**config.mk**
```make
export PLATFORM = sky130hd
export DESIGN_NAME = uf_stage_controller
export DESIGN_NICKNAME = d
export VERILOG_FILES = /design/src/rtl/uf_stage_controller.sv
export SDC_FILE = /design/constraint.sdc
export NUM_CORES = 1
export LEC_CHECK = 0
export BUFFER_PORTS_ARGS = -buffer_cell sky130_fd_sc_hd__buf_2
export CAP_MARGIN = 10
export CELL_PAD_IN_SITES_DETAIL_PLACEMENT = 0
export CELL_PAD_IN_SITES_GLOBAL_PLACEMENT = 1
export CORE_UTILIZATION = 23
export CTS_BUF_LIST = sky130_fd_sc_hd__clkbuf_4 sky130_fd_sc_hd__clkbuf_8 sky130_fd_sc_hd__clkbuf_16
export DETAILED_ROUTE_END_ITERATION = 12
export GPL_TIMING_DRIVEN = 0
export PLACE_DENSITY = 0.88
export SLEW_MARGIN = 20
export SYNTH_ARGS = -nofsm -noshare
export SYNTH_HDL_FRONTEND = slang
export SYNTH_SLANG_ARGS = --single-unit
```
**constraint.sdc**
```tcl
create_clock -name clk -period 1.7 [get_ports clk]
set_input_delay 0.17 -clock clk [delete_from_list [all_inputs] [get_ports clk]]
set_output_delay 0.17 -clock clk [all_outputs]
set_load 0.005 [all_outputs]
```
**src/rtl/uf_stage_controller.sv**
```systemverilog
// uf_stage_controller
// Global sequencer for the union-find decoder PE array. It broadcasts the
// current stage code to every PE, watches the aggregated busy/odd flags and
// runs one decode round:
//   load -> MERGE -> (GROW -> MERGE)* -> PEELING -> result handshake.
// The optional round-latency counter on cycle_count_o is built only when the
// macro UF_CYCLE_COUNTER_EN is defined; otherwise cycle_count_o is tied to 0.

module uf_stage_controller #(
    parameter int PU_COUNT         = 64,
    parameter int STAGE_WIDTH      = 3,
    parameter int MIN_MERGE_CYCLES = 4,
    parameter int MAX_MERGE_CYCLES = 255,
    parameter int MAX_ITERATIONS   = 31,
    parameter int PEEL_CYCLES      = 8,
    parameter int ITER_WIDTH       = 5
) (
    input  logic                   clk,
    input  logic                   reset,
    input  logic                   meas_valid_i,
    output logic                   meas_ready_o,
    input  logic [PU_COUNT-1:0]    busy_i,
    input  logic [PU_COUNT-1:0]    odd_i,
    output logic [STAGE_WIDTH-1:0] global_stage_o,
    output logic                   result_valid_o,
    input  logic                   result_ready_i,
    output logic [ITER_WIDTH-1:0]  iteration_count_o,
    output logic                   error_o,
    output logic [31:0]            cycle_count_o
);

    // Stage codes; the state register itself is broadcast to the PEs.
    localparam logic [STAGE_WIDTH-1:0] ST_IDLE    = STAGE_WIDTH'(0);
    localparam logic [STAGE_WIDTH-1:0] ST_GROW    = STAGE_WIDTH'(1);
    localparam logic [STAGE_WIDTH-1:0] ST_MERGE   = STAGE_WIDTH'(2);
    localparam logic [STAGE_WIDTH-1:0] ST_PEELING = STAGE_WIDTH'(3);
    localparam logic [STAGE_WIDTH-1:0] ST_RESULT  = STAGE_WIDTH'(4);
    localparam logic [STAGE_WIDTH-1:0] ST_LOAD    = STAGE_WIDTH'(5);

    // Measurement loading lasts two cycles so the PEs, which see the stage
    // one cycle late, still get a full loading cycle.
    localparam int LOAD_CYCLES = 2;

    // One phase counter serves both fixed-length stages (LOAD and PEELING).
    localparam int PHASE_MAX  = (PEEL_CYCLES > LOAD_CYCLES) ? PEEL_CYCLES : LOAD_CYCLES;
    localparam int PHASE_W    = $clog2(PHASE_MAX + 1);
    localparam int MERGE_W    = $clog2(MAX_MERGE_CYCLES + 1);
    localparam int MERGE_EXIT = (MIN_MERGE_CYCLES > 0) ? MIN_MERGE_CYCLES - 1 : 0;

    localparam logic [PHASE_W-1:0]    LOAD_LAST   = PHASE_W'(LOAD_CYCLES - 1);
    localparam logic [PHASE_W-1:0]    PEEL_LAST   = PHASE_W'(PEEL_CYCLES - 1);
    localparam logic [MERGE_W-1:0]    MERGE_MIN   = MERGE_W'(MERGE_EXIT);
    localparam logic [MERGE_W-1:0]    MERGE_LIMIT = MERGE_W'(MAX_MERGE_CYCLES);
    localparam logic [ITER_WIDTH-1:0] ITER_LIMIT  = ITER_WIDTH'(MAX_ITERATIONS);

    // Quiet cycles only matter up to two, so the counter saturates at 2.
    localparam logic [1:0] QUIET_NEEDED = 2'd2;

    logic [STAGE_WIDTH-1:0] state_q, state_d;
    logic [PHASE_W-1:0]     phase_q, phase_d;
    logic [MERGE_W-1:0]     merge_q, merge_d;
    logic [1:0]             quiet_q, quiet_d;
    logic [ITER_WIDTH-1:0]  iter_q, iter_d;
    logic                   error_q, error_d;
    logic                   meas_ready_q, meas_ready_d;
    logic                   result_valid_q, result_valid_d;

    logic                   accept;
    logic                   any_busy;
    logic                   any_odd;
    logic [1:0]             quiet_now;
    logic                   merge_exit;

    // Round acceptance and the MERGE exit condition. Busy in the current
    // cycle always wins over an otherwise complete quiet run.
    always_comb begin
        accept     = (state_q == ST_IDLE) && meas_valid_i && meas_ready_q;
        any_busy   = |busy_i;
        any_odd    = |odd_i;
        quiet_now  = any_busy ? 2'd0 :
                     (quiet_q == QUIET_NEEDED) ? QUIET_NEEDED : quiet_q + 2'd1;
        merge_exit = (merge_q >= MERGE_MIN) && (quiet_now >= QUIET_NEEDED);
    end

    // Next-state logic for the stage sequencer and its counters.
    // NOTE: every signal gets its hold value first, so no branch can leave
    // one unassigned and infer a latch.
    always_comb begin
        state_d = state_q;
        phase_d = phase_q;
        merge_d = merge_q;
        quiet_d = quiet_q;
        iter_d  = iter_q;
        error_d = error_q;

        case (state_q)
            ST_IDLE: begin
                if (accept) begin
                    state_d = ST_LOAD;
                    phase_d = '0;
                    merge_d = '0;
                    quiet_d = '0;
                    iter_d  = '0;
                    error_d = 1'b0;
                end
            end

            ST_LOAD: begin
                if (phase_q == LOAD_LAST) begin
                    // Start with MERGE so the first odd flags are clean.
                    state_d = ST_MERGE;
                    phase_d = '0;
                    merge_d = '0;
                    quiet_d = '0;
                end else begin
                    phase_d = phase_q + 1'b1;
                end
            end

            ST_MERGE: begin
                quiet_d = quiet_now;
                if (merge_q != MERGE_LIMIT) begin
                    merge_d = merge_q + 1'b1;
                end
                if (merge_exit) begin
                    merge_d = '0;
                    quiet_d = '0;
                    if (any_odd) begin
                        if (iter_q == ITER_LIMIT) begin
                            state_d = ST_RESULT;
                            error_d = 1'b1;
                        end else begin
                            state_d = ST_GROW;
                        end
                    end else begin
                        state_d = ST_PEELING;
                        phase_d = '0;
                    end
                end else if (merge_q == MERGE_LIMIT) begin
                    // Watchdog: the array never settled.
                    state_d = ST_RESULT;
                    error_d = 1'b1;
                end
            end

            ST_GROW: begin
                // Single cycle; the PEs fire their increase on this edge.
                iter_d  = iter_q + 1'b1;
                state_d = ST_MERGE;
                merge_d = '0;
                quiet_d = '0;
            end

            ST_PEELING: begin
                if (phase_q == PEEL_LAST) begin
                    state_d = ST_RESULT;
                end else begin
                    phase_d = phase_q + 1'b1;
                end
            end

            ST_RESULT: begin
                if (result_ready_i) begin
                    state_d = ST_IDLE;
                end
            end

            default: begin
                state_d = ST_IDLE;
            end
        endcase

        // Handshake outputs are registered copies of the next state.
        meas_ready_d   = (state_d == ST_IDLE);
        result_valid_d = (state_d == ST_RESULT);
    end

    // Sequencer registers with synchronous active-low reset.
    // NOTE: non-blocking assignments so every register samples pre-edge values.
    always_ff @(posedge clk) begin
        // NOTE: reset is sampled on the clock edge only; there are no memories
        // here, so every register returns to a known value.
        if (!reset) begin
            state_q        <= ST_IDLE;
            phase_q        <= '0;
            merge_q        <= '0;
            quiet_q        <= '0;
            iter_q         <= '0;
            error_q        <= 1'b0;
            meas_ready_q   <= 1'b0;
            result_valid_q <= 1'b0;
        end else begin
            state_q        <= state_d;
            phase_q        <= phase_d;
            merge_q        <= merge_d;
            quiet_q        <= quiet_d;
            iter_q         <= iter_d;
            error_q        <= error_d;
            meas_ready_q   <= meas_ready_d;
            result_valid_q <= result_valid_d;
        end
    end

`ifdef UF_CYCLE_COUNTER_EN
    logic [31:0] cycle_q, cycle_d;

    // Round latency: cleared on acceptance, counts every active-stage cycle,
    // saturates, and holds through RESULT_VALID and IDLE.
    always_comb begin
        cycle_d = cycle_q;
        if (accept) begin
            cycle_d = '0;
        end else if ((state_q != ST_IDLE) && (state_q != ST_RESULT) && (cycle_q != '1)) begin
            cycle_d = cycle_q + 32'd1;
        end
    end

    // Latency counter register.
    always_ff @(posedge clk) begin
        if (!reset) begin
            cycle_q <= '0;
        end else begin
            cycle_q <= cycle_d;
        end
    end

    assign cycle_count_o = cycle_q;
`else
    assign cycle_count_o = '0;
`endif

    assign global_stage_o    = state_q;
    assign meas_ready_o      = meas_ready_q;
    assign result_valid_o    = result_valid_q;
    assign iteration_count_o = iter_q;
    assign error_o           = error_q;

endmodule

```
==> results.cfg <==
[logic_synthesis]
synth_ff_type = dfxtp_1
ys_seq_area_share_pct = 24.23
synth_cell_types = 54
async_reset_ff_share_pct = 0
synth_edf_count = 0
syn_avg_cell_area_um2 = 7.884
syn-cell-area_um2 = 2066
syn-instance-count = 262
ys_warn_count = 0
synth_seq_cells = 25

[global_route]
grt_max_degree = 16
grt_pass1_vias = 2611
antenna_found_initial = 0
grt.total_usage_pct = 14.29
grt_pass1_wl_um = 11340
overflow = 0

[setup_path]
r2r_cells = 7
worst-endpoint-arrival_ps = 1900
r2r-start = global_stage_o[0]$_SDFF_PN0_
critPathLaunchType = register
r2r_end = merge_q[5]$_SDFFE_PN0P_
worstPathMaxFanout = 6
crit_type = reg2reg
worstSetupEndpointType = register
critPathRequiredTime_ps = 1870
rrSetupSlack_ps = -30

[sta]
finClkSkew_ps = 1.440
fin_ws_ps = -30.68
max_freq_ghz = 0.5778
slew_viol_final = 0
rsz0062_at_grt = true
post-route-period-util_pct = 101.8
finalSetupViolCount = 4
period_minus_slack_ps = 1731
hold_viol = 0
fin_tns_setup_ps = -69.91

[cells_and_area]
drive_gt1_share_pct = 57.69
final_cell_mix = 143 x buf_2, 61 x buf_4, 32 x conb_1
fin_util_pct = 41.36
stdcell_count = 576
final_nets = 607
layout_commonest_cell = buf_2
n_antenna_cell = 0
areaGrowthSynthToFinish_pct = 74.62

[clock_tree]
clock_latency_ps = 270
cts_buffer_depth = 2
cts_sinks = 25
clkTransAtPathRegs_ps = 90
cts_root_buffer = clkbuf_8
cts_max_level = 1
cts_tree = built
cts_buffers = 3

[detailed_routing]
wl_per_cell_um = 12.76
viasPerCell = 4.714
wl_um = 7351
routed-via-count = 2715
firstDrtPassIters = 4
drc = 0
drt_iter0_markers = 146
antenna_left = 0

[floorplan]
io_pins = 175
fp.dieW_um = 96.77
dieArea_um2 = 9364
rows = 34
die_y_um = 96.77
start_util_pct = 23.69
core_region_area_um2 = 8721

[power_and_ir_drop]
peakVddDrop_v = 0.0001770
leakagePower_nw = 1.704
p_per_area_nw_per_um2 = 487.6

[worst_hold_path]
hold_depth = 2
hold_end = phase_q[0]$_SDFFE_PN0P_
hold_class = in2reg
min_from = reset

[placed_design]
portBuffers = 142
place_inst = 543
gp_congestion = 0.8990
dp_slack_ps = -468.4
dp.final_hpwl_um = 5480

[run_status]
status = finished, violations left
violations = setup timing

[flow_run]
max_cap_violations = 0
-- how the worst max path moves through the flow --
stage / start / to / slack [ps] / cells past startpoint
after global placement: odd_i[20] / result_valid_o$_SDFF_PN0_ / -500 / 7
after CTS: global_stage_o[0]$_SDFF_PN0_ / merge_q[5]$_SDFFE_PN0P_ / -40 / 7
after floorplan: global_stage_o[0]$_SDFF_PN0_ / merge_q[5]$_SDFFE_PN0P_ / -3 / 7
after global routing: phase_q[1]$_SDFFE_PN0P_ / merge_q[5]$_SDFFE_PN0P_ / -110 / 8
after detailed placement: odd_i[21] / result_valid_o$_SDFF_PN0_ / -470 / 7
final: global_stage_o[0]$_SDFF_PN0_ / merge_q[5]$_SDFFE_PN0P_ / -30 / 7
-- cell type report --
cell class | count | area (µm²)
Inverter | 6 | 22.52
Timing Repair Buffer | 172 | 943.4
Fill cell | 893 | 5114
Sequential cell | 25 | 519.2
Clock inverter | 1 | 7.507
Tap cell | 108 | 135.1
Buffer | 38 | 287.8
Clock buffer | 3 | 41.29
Multi-Input combinational cell | 223 | 1650
-- cells by family (layout without fill, tap and decap cells) --
kind of cell	after synthesis	in the layout	share of synthesized area [%]
adder cells (fa/ha/maj)	6	6	3.634
other	1	32	0.1815
XOR/XNOR	3	3	1.272
multiplexers	3	3	1.454
flip-flops	25	25	24.23
AO/OA/AOI/OAI	53	53	18.41
buffers and inverters	45	220	14.42
AND/OR/NAND/NOR	126	126	36.40
-- registers in the layout, indices dropped and copies added (netlist names) --
name	count
merge_q	8
iteration_count_o	5
quiet_q	2
global_stage_o	3
meas_ready_o	1
result_valid_o	1
error_o	1
phase_q	4
-- synthesized netlist by cell type (all sizes together) (6+ instances only) --
master	number	area (µm²)
nand3	11	55.05
dfxtp	25	500.5
and2	6	40.04
buf	36	262.8
nand4	14	93.84
o21ai	12	63.81
a21boi	6	45.04
inv	6	22.52
nand2	16	60.06
a21oi	11	55.05
nor3	7	46.30
nor2	13	48.80
nor4	35	231.5
ha	6	75.07
-- routing by layer --
metal	vias up	wire, µm	GRT usage (%)
met1	1248	3052	17.69
met4	0	46	2.870
met5	-	0	0
li1	1352	-	-
met3	6	346	1.084
met2	109	3906	26.87
-- worst max-delay path: stages (launching register included) --
cell,delay (ps)
dfxtp_2,350
buf_8,120
mux2i_4,270
o211a_4,230
nand4_1,110
o21ai_2,200
a311oi_2,120
a41o_1,210
-- per-stage QoR --
stage | instance area (µm²) | total power [W] | hold WS (ps)
finish | 3607 | 0.001759 | 244.0
global route | 3607 | 0.001867 | 250.5
CTS | 3403 | 0.001670 | 248.6
detailed placement | 3060 | 0.001203 | 452.1
global placement | 3060 | 0.001198 | 441.5
floorplan | 2215 | 0.0009690 | 323.8
-- what timing repair did --
| item | in CTS | in global routing |
|---|---|---|
| pin swaps | 12 | 15 |
| hold buffers | 0 | 0 |
| buffers inserted | 21 | 9 |
| setup endpoints to repair | 18 | 20 |
| gates resized for setup | 32 | 38 |
-- report_power, final --
group | switching (W) | internal, W
Clock | 0.000204 | 0.000166
Sequential | 0.0000220 | 0.000610
Combinational | 0.000356 | 0.000401
No activity file was read; power rests on OpenSTA's default activity.
